===== src/rtl/alu_pkg.sv =====
// Shared types and constants for the ALU execute stage and its combinational core.
package alu_pkg;

  typedef enum logic [1:0] {
    ALU_ADD = 2'b00,
    ALU_SUB = 2'b01,
    ALU_AND = 2'b10,
    ALU_MVN = 2'b11
  } aluop_t;

  typedef enum logic {
    EMPTY = 1'b0,
    FULL  = 1'b1
  } stage_state_t;

  // Bit positions inside the {Z,N,V} status word
  localparam int ST_Z = 2;
  localparam int ST_N = 1;
  localparam int ST_V = 0;

endpackage


===== src/rtl/alu_status_stage_if.sv =====
// Operand-side and result-side valid/ready bundle of the ALU execute stage.
interface alu_status_stage_if #(
  parameter int WIDTH = 16
);
  import alu_pkg::*;

  logic             in_valid;
  logic             in_ready;
  logic [WIDTH-1:0] ain;
  logic [WIDTH-1:0] bin;
  aluop_t           aluop;
  logic             loads;
  logic             out_valid;
  logic             out_ready;
  logic [WIDTH-1:0] c;
  logic [2:0]       status;

  // master: producer of operands and consumer of results
  modport master (
    output in_valid, ain, bin, aluop, loads, out_ready,
    input  in_ready, out_valid, c, status
  );

  // slave: the execute stage itself
  modport slave (
    input  in_valid, ain, bin, aluop, loads, out_ready,
    output in_ready, out_valid, c, status
  );

endinterface


===== src/rtl/alu_core.sv =====
// Combinational ALU: ADD/SUB/AND/MVN with zero, negative and signed-overflow flags.
module alu_core
  import alu_pkg::*;
#(
  parameter int WIDTH = 16
) (
  input  logic [WIDTH-1:0] ain,
  input  logic [WIDTH-1:0] bin,
  input  aluop_t           aluop,
  output logic [WIDTH-1:0] r,
  output logic             z,
  output logic             n,
  output logic             v
);

  localparam int MSB = WIDTH - 1;

  always_comb begin
    r = '0;
    v = 1'b0;
    case (aluop)
      ALU_ADD: begin
        r = ain + bin;
        v = (ain[MSB] == bin[MSB]) & (r[MSB] != ain[MSB]);
      end
      ALU_SUB: begin
        r = ain - bin;
        v = (ain[MSB] != bin[MSB]) & (r[MSB] != ain[MSB]);
      end
      ALU_AND: r = ain & bin;
      ALU_MVN: r = ~bin;
      default: r = 'x;
    endcase
    z = (r == '0);
    n = r[MSB];
  end

endmodule


===== src/rtl/alu_status_stage.sv =====
// Registered execute stage: one-entry result buffer with valid/ready on both sides
// and an optionally updated {Z,N,V} status register.
module alu_status_stage
  import alu_pkg::*;
#(
  parameter int WIDTH = 16
) (
  input  logic              clk,
  input  logic              reset_n,
  alu_status_stage_if.slave bus
);

  stage_state_t     state_reg;
  logic             out_valid_reg;
  logic [WIDTH-1:0] c_reg;
  logic [2:0]       status_reg;

  logic [WIDTH-1:0] r;
  logic             z;
  logic             n;
  logic             v;
  logic [2:0]       flags_next;
  logic             accept;
  logic             take;

  alu_core #(.WIDTH(WIDTH)) u_core (
    .ain   (bus.ain),
    .bin   (bus.bin),
    .aluop (bus.aluop),
    .r     (r),
    .z     (z),
    .n     (n),
    .v     (v)
  );

  always_comb begin
    flags_next       = '0;
    flags_next[ST_Z] = z;
    flags_next[ST_N] = n;
    flags_next[ST_V] = v;
  end

  // Ready passes straight through from the consumer so a draining sink sees no bubble
  assign bus.in_ready  = ~out_valid_reg | bus.out_ready;
  assign accept        = bus.in_valid & bus.in_ready;
  assign take          = out_valid_reg & bus.out_ready;
  assign bus.out_valid = out_valid_reg;
  assign bus.c         = c_reg;
  assign bus.status    = status_reg;

  always_ff @(posedge clk or negedge reset_n) begin
    if (!reset_n) begin
      state_reg     <= EMPTY;
      out_valid_reg <= 1'b0;
      c_reg         <= '0;
      status_reg    <= '0;
    end else begin
      if (accept) begin
        c_reg <= r;
        if (bus.loads) status_reg <= flags_next;
      end
      case (state_reg)
        EMPTY: begin
          if (accept) begin
            state_reg     <= FULL;
            out_valid_reg <= 1'b1;
          end
        end
        FULL: begin
          // c is left untouched on drain; only the valid flag drops
          if (take && !accept) begin
            state_reg     <= EMPTY;
            out_valid_reg <= 1'b0;
          end
        end
        default: begin
          state_reg     <= EMPTY;
          out_valid_reg <= 1'b0;
        end
      endcase
    end
  end

endmodule


===== src/flat_wrapper.sv =====
// flat-port wrapper written by rule: the top's interface ports become plain ports
module alu_status_stage_flat import alu_pkg::*;
#(
  parameter int WIDTH = 16
)
  (clk, reset_n, bus_in_valid, bus_ain, bus_bin, bus_aluop, bus_loads, bus_out_ready, bus_in_ready, bus_out_valid, bus_c, bus_status);
  alu_status_stage_if #(.WIDTH(WIDTH)) bus_i ();
  input  logic clk;
  input  logic reset_n;
  input wire logic [$bits(bus_i.in_valid)-1:0] bus_in_valid;
  input wire logic [$bits(bus_i.ain)-1:0] bus_ain;
  input wire logic [$bits(bus_i.bin)-1:0] bus_bin;
  input wire logic [$bits(bus_i.aluop)-1:0] bus_aluop;
  input wire logic [$bits(bus_i.loads)-1:0] bus_loads;
  input wire logic [$bits(bus_i.out_ready)-1:0] bus_out_ready;
  output wire logic [$bits(bus_i.in_ready)-1:0] bus_in_ready;
  output wire logic [$bits(bus_i.out_valid)-1:0] bus_out_valid;
  output wire logic [$bits(bus_i.c)-1:0] bus_c;
  output wire logic [$bits(bus_i.status)-1:0] bus_status;
  assign bus_i.in_valid = bus_in_valid;
  assign bus_i.ain = bus_ain;
  assign bus_i.bin = bus_bin;
  assign bus_i.aluop = bus_aluop;
  assign bus_i.loads = bus_loads;
  assign bus_i.out_ready = bus_out_ready;
  assign bus_in_ready = bus_i.in_ready;
  assign bus_out_valid = bus_i.out_valid;
  assign bus_c = bus_i.c;
  assign bus_status = bus_i.status;
  alu_status_stage #(.WIDTH(WIDTH)) u_core (.clk(clk), .reset_n(reset_n), .bus(bus_i));
endmodule

===== config.mk =====
export PLATFORM = sky130hd
export DESIGN_NAME = alu_status_stage_flat
export DESIGN_NICKNAME = d
export VERILOG_FILES = /design/src/rtl/alu_pkg.sv /design/src/rtl/alu_status_stage_if.sv /design/src/rtl/alu_core.sv /design/src/rtl/alu_status_stage.sv /design/src/flat_wrapper.sv
export SDC_FILE = /design/constraint.sdc
export NUM_CORES = 1
export LEC_CHECK = 0
export BUFFER_PORTS_ARGS = -buffer_cell sky130_fd_sc_hd__buf_2
export CORE_ASPECT_RATIO = 0.75
export CORE_MARGIN = 5
export CORE_UTILIZATION = 55
export CTS_CLUSTER_SIZE = 10
export DETAILED_ROUTE_END_ITERATION = 8
export GPL_ROUTABILITY_DRIVEN = 0
export PLACE_DENSITY_LB_ADDON = 0.12
export SYNTH_ARGS = -nofsm -noshare
export SYNTH_HDL_FRONTEND = slang
export SYNTH_SLANG_ARGS = --single-unit

===== constraint.sdc =====
create_clock -name clk -period 4 [get_ports clk]
set_input_delay 0 -clock clk [delete_from_list [all_inputs] [get_ports clk]]
set_output_delay 0 -clock clk [all_outputs]
set_load 0.02 [all_outputs]

### After elaboration in Yosys (flattened, before gate mapping)

Cells that the tools add are included.

| operators by class | value |
|---|---|
| add/subtract/negate cells | 2 |
| multiply operators | 0 |
| divide/modulo/power cells | 0 |
| order comparisons | 0 |
| eq/ne operators | 9 |
| shifts and indexed selects | 0 |
| multiplexer cells | 8 |
| bitwise gates (word level) | 9 |
| reduce and logical (&&, ||, !) cells | 6 |

Operator list:

| cell | number |
|---|---|
| $pmux 16 s4 | 1 |
| $add 16x16->16 | 1 |
| $and 16x16->16 | 1 |
| $logic_not 16->1 | 1 |
| $not 16->16 | 1 |
| $sub 16x16->16 | 1 |
| $pmux 1 s2 | 3 |
| $and 1x1->1 | 4 |
| $eq 2x2->1 const B | 2 |
| $mux 1 | 4 |
| $reduce_and 2->1 | 2 |
| $ne 1x1->1 | 3 |
| $eq 2x1->1 const B | 1 |
| $logic_not 2->1 | 1 |
| $ne 2x1->1 const B | 1 |
| $ne 2x2->1 const B | 1 |
| $not 1->1 | 2 |
| $eq 1x1->1 | 1 |
| $logic_and 1x1->1 | 1 |
| $logic_not 1->1 | 1 |
| $or 1x1->1 | 1 |

| storage, ports and cells | value |
|---|---|
| bits in registers | 21 |
| bits in latches | 0 |
| memory bits (writable) | 0 |
| memory bits (read-only) | 0 |
| output and inout bits | 21 |
| logic and storage cells | 38 |
| memories | 0 |

### Longest topological paths before layout

| depth | value |
|---|---|
| word-level depth | 7 |
| mapped depth | 12 |
| mapped depth without buffers | 12 |

### Modules after synthesis

A second synthesis with hierarchy kept.

| unflattened totals | value |
|---|---|
| cell total of the unflattened synthesis | 355 |
| area, all modules | 2982.9 um^2 |

By module, submodules not included:

| module | times used | cells each | area each (um^2) | sequential area each (um^2) |
|---|---|---|---|---|
| alu_core | 1 | 305 | 2117.0 | 0.0 |
| alu_status_stage | 1 | 50 | 865.8 | 525.5 |

### Worst setup path after synthesis

No wires, ideal clock.

| timing path | value |
|---|---|
| path kind | input to register |
| start point | in bus_bin[4] |
| end point | reg u_core.c_reg[13], in the netlist u_core.bus.c[13] |
| arrival time | 2097 ps |
| required time | 3875 ps |
| path slack | 1778 ps |
| stages on the path | 12 |
| path through | inv_1 ha_1 buf_6 nor2b_1 nor2_1 a31o_2 a21o_1 o211a_1 a211oi_2 xor2_1 mux2i_1 mux2_2 |

| on the way | value |
|---|---|
| cells in the longest elaborated chain, start to end | 2 |
| elaborated cells between the ends (all ways) | 3 |

RTL lines:

| element | RTL line | text |
|---|---|---|
| start: declaration | flat_wrapper.sv:12 | `input wire logic [$bits(bus_i.bin)-1:0] bus_bin;` |
| $sub 16x16->16 / $add 16x16->16 (equally long branches) | alu_core.sv:27, alu_core.sv:23 |  |
| $pmux 16 s4 (*) | alu_core.sv:21 | `case (aluop)` |
| end signal: assignment | alu_status_stage.sv:59 | `c_reg <= r;` |
| end: declaration | alu_status_stage.sv:15 | `logic [WIDTH-1:0] c_reg;` |

Mark *: on every way between the ends. The rest lies on a longest branch, timed or not.
A chain may end at the register's enable or synchronous reset.

### Worst setup path in the final report

Same ends and word-level chain as after synthesis.

==> out/qor.yml <==
ys_top_cells_by_area: "dfrtp_1, ha_1, a21oi_1"
synth_edf_count: 0
fp.dieH_um: 74.03
final_nets: 515
finalMaxSlewViolations: 0
hold_slack_ps: 48.78
yosys-top-cells-count: "nand2_1, inv_1, a21oi_1"
drt_iter0_markers: 308
final_hold_viol_count: 0
ctsLongestPathBuffers: 2
antennaDiodeCount: 0
status: "finished clean"
grt_pass1_vias: 2622
crit_path_max_fanout: 10
remaining_drc_errors: 0
syn_area_per_cell_um2: 7.593
dr.pass1.iters: 5
hold_class: "input pin to register"
start_util: 0.5647
slew_headroom: 0.4857
die_w_um: 95.38
finalWorstSetupSlack_ps: 1549
ios: 60
core_area_um2: 5324
fin_skew_ps: 2.370
peakVddDrop_mv: 0.1015
place_hpwl_mm: 6.348
yosys.cell_types.count: 67
power.leakage_uw: 0.001590
power_uw: 872.4
cp.required_ps: 4140
min_period_ps: 2451
synth_seq_cells: 21
critical_path_class: "input pin to register"
multi_input_area_um2: 2245
routed_wl_mm: 7.774
grt_pass1_wl_mm: 12.75
area_growth_pct: 11.86
num_rows: 23
rsz0062_at_grt: "no"
synth.most_common_cell: "nand2_1"
tns_ps: 0
async_flop_share: 1.000
syn_inst: 396
clkTransAtPathRegs_ps: 70
place_ws_ps: 1313
yosys_warnings: 0
fill_cells: 483
ys.flop_type: "dfrtp_1"
syn_area_um2: 3007
fmaxAchievable_mhz: 408.0
synth_seq_area_share: 0.1748
cp-end-kind: "register"
tightest_slew_ps: 771.5
antenna_found_initial: 0
clock-sinks: 21
setup_viol: 0
die_area_um2: 7061
maxCapViolations: 0
syn_nets: 469
fin_crit_sh: 0.6128
postCtsSetupBuffers: 0
wl_per_cell_um: 15.07
cts_buffers: 3
synth_area_leader_cell: "dfrtp_1"
overflow: 0
grt_max_degree: 45
root_buffer: "clkbuf_8"
track_usage: 0.2243
io_buffers: 59
viasPerCell: 5.893
cts_tree: "yes"
cp-start-kind: "input pin"
vias: 3041
layout-drive-gt1-share: 0.1859
final_core_util: 0.6317
clkLatencyLatePin_ps: 260
arrival_ps: 2600
p_per_area_nw_per_um2: 259.4
yosysTopAreaCellShare: 0.1748
register_area_um2: 525.5
htreeDepth: 1
antenna_left: 0
largest_register_ffs: 16
==> routing by layer <==
layer,share of wire,up-vias,GRT usage
met1,0.51,1378,0.3604
li1,-,1515,-
met4,0.0076,0,0.04101
met2,0.39,141,0.3204
met3,0.092,7,0.02730
met5,0,-,0
==> critical path, cell delays in order <==
cell and delay, ps:
buf_2 100, inv_1 40, ha_1 440, nor2_4 210, o311ai_2 180, a31o_2 310, a21o_1 200, o211a_1 220
a211oi_2 210, xor2_1 290, mux2i_1 110, mux2_2 270
==> final timing paths <==
path | from | end | slack [ps] | cells after the start
max | bus_bin[4] | u_core.bus.c[13] | 1550 | 12
min reg2reg | u_core.state_reg | u_core.bus.out_valid | 450 | 1
min in group asynchronous | reset_n | u_core.bus.c[0] | 220 | 2
max in group asynchronous | reset_n | u_core.bus.c[5] | 3470 | 2
max reg2reg | u_core.bus.out_valid | u_core.bus.status[2] | 1980 | 7
min | bus_in_valid | u_core.bus.out_valid | 50 | 3
==> cell type report <==
type | instances | area share
multi-input combinational | 319 | 0.6674
inverter | 35 | 0.03906
sequential | 21 | 0.1562
clock buffer | 4 | 0.01339
tap | 75 | 0.02790
timing repair buffer | 62 | 0.09598
==> cells in the final DEF, fill, tap and decap left out, drive strengths merged, types with 3 or more instances in the layout <==
cell	count
o2111ai	6
xor2	4
nand4	4
mux2	4
nand3	10
nor2	31
o211a	4
dfrtp	21
and2	5
nor3	9
inv	34
o21a	3
nand2	41
a21oi	33
a21o	5
o311ai	3
a211oi	5
ha	32
buf	60
a31oi	5
o211ai	4
nand2b	5
or2	5
nor2b	10
a2111oi	3
or3	3
mux2i	8
o21ai	34
xnor2	7
mux4	3
clkbuf	4
o31ai	5
==> stage by stage <==
step / instance area [um^2] / std cells
floorplan: 3007 / 396
global placement: 3298 / 510
detailed placement: 3298 / 510
CTS: 3363 / 516
global route: 3363 / 516
finish: 3363 / 516
==> kinds of logic (layout without fill, tap and decap cells) <==
group	after synthesis	count (layout)	synth area share
AO/OA/AOI/OAI	130	130	0.2959
XOR/XNOR	11	11	0.03204
adder cells (fa/ha/maj)	34	34	0.1465
buffers and inverters	56	101	0.07865
flip-flops	21	21	0.1748
multiplexers	15	15	0.06408
AND/OR/NAND/NOR	129	129	0.2081
==> repair_timing <==
action	in CTS	in global routing
endpoints found under the setup margin	0	0
endpoints found under the hold margin	22	0
resized for setup	0	0
hold buffers	2	0
==> report_power, final <==
| part | leakage, uW | internal [uW] | switching (uW) | total, uW |
|---|---|---|---|---|
| sequential | 0.000257 | 247 | 18.5 | 265 |
| clock | 0.0000228 | 70.8 | 61.9 | 133 |
| combinational | 0.00131 | 186 | 289 | 475 |
Note: power is estimated with default switching activity, not from simulation.
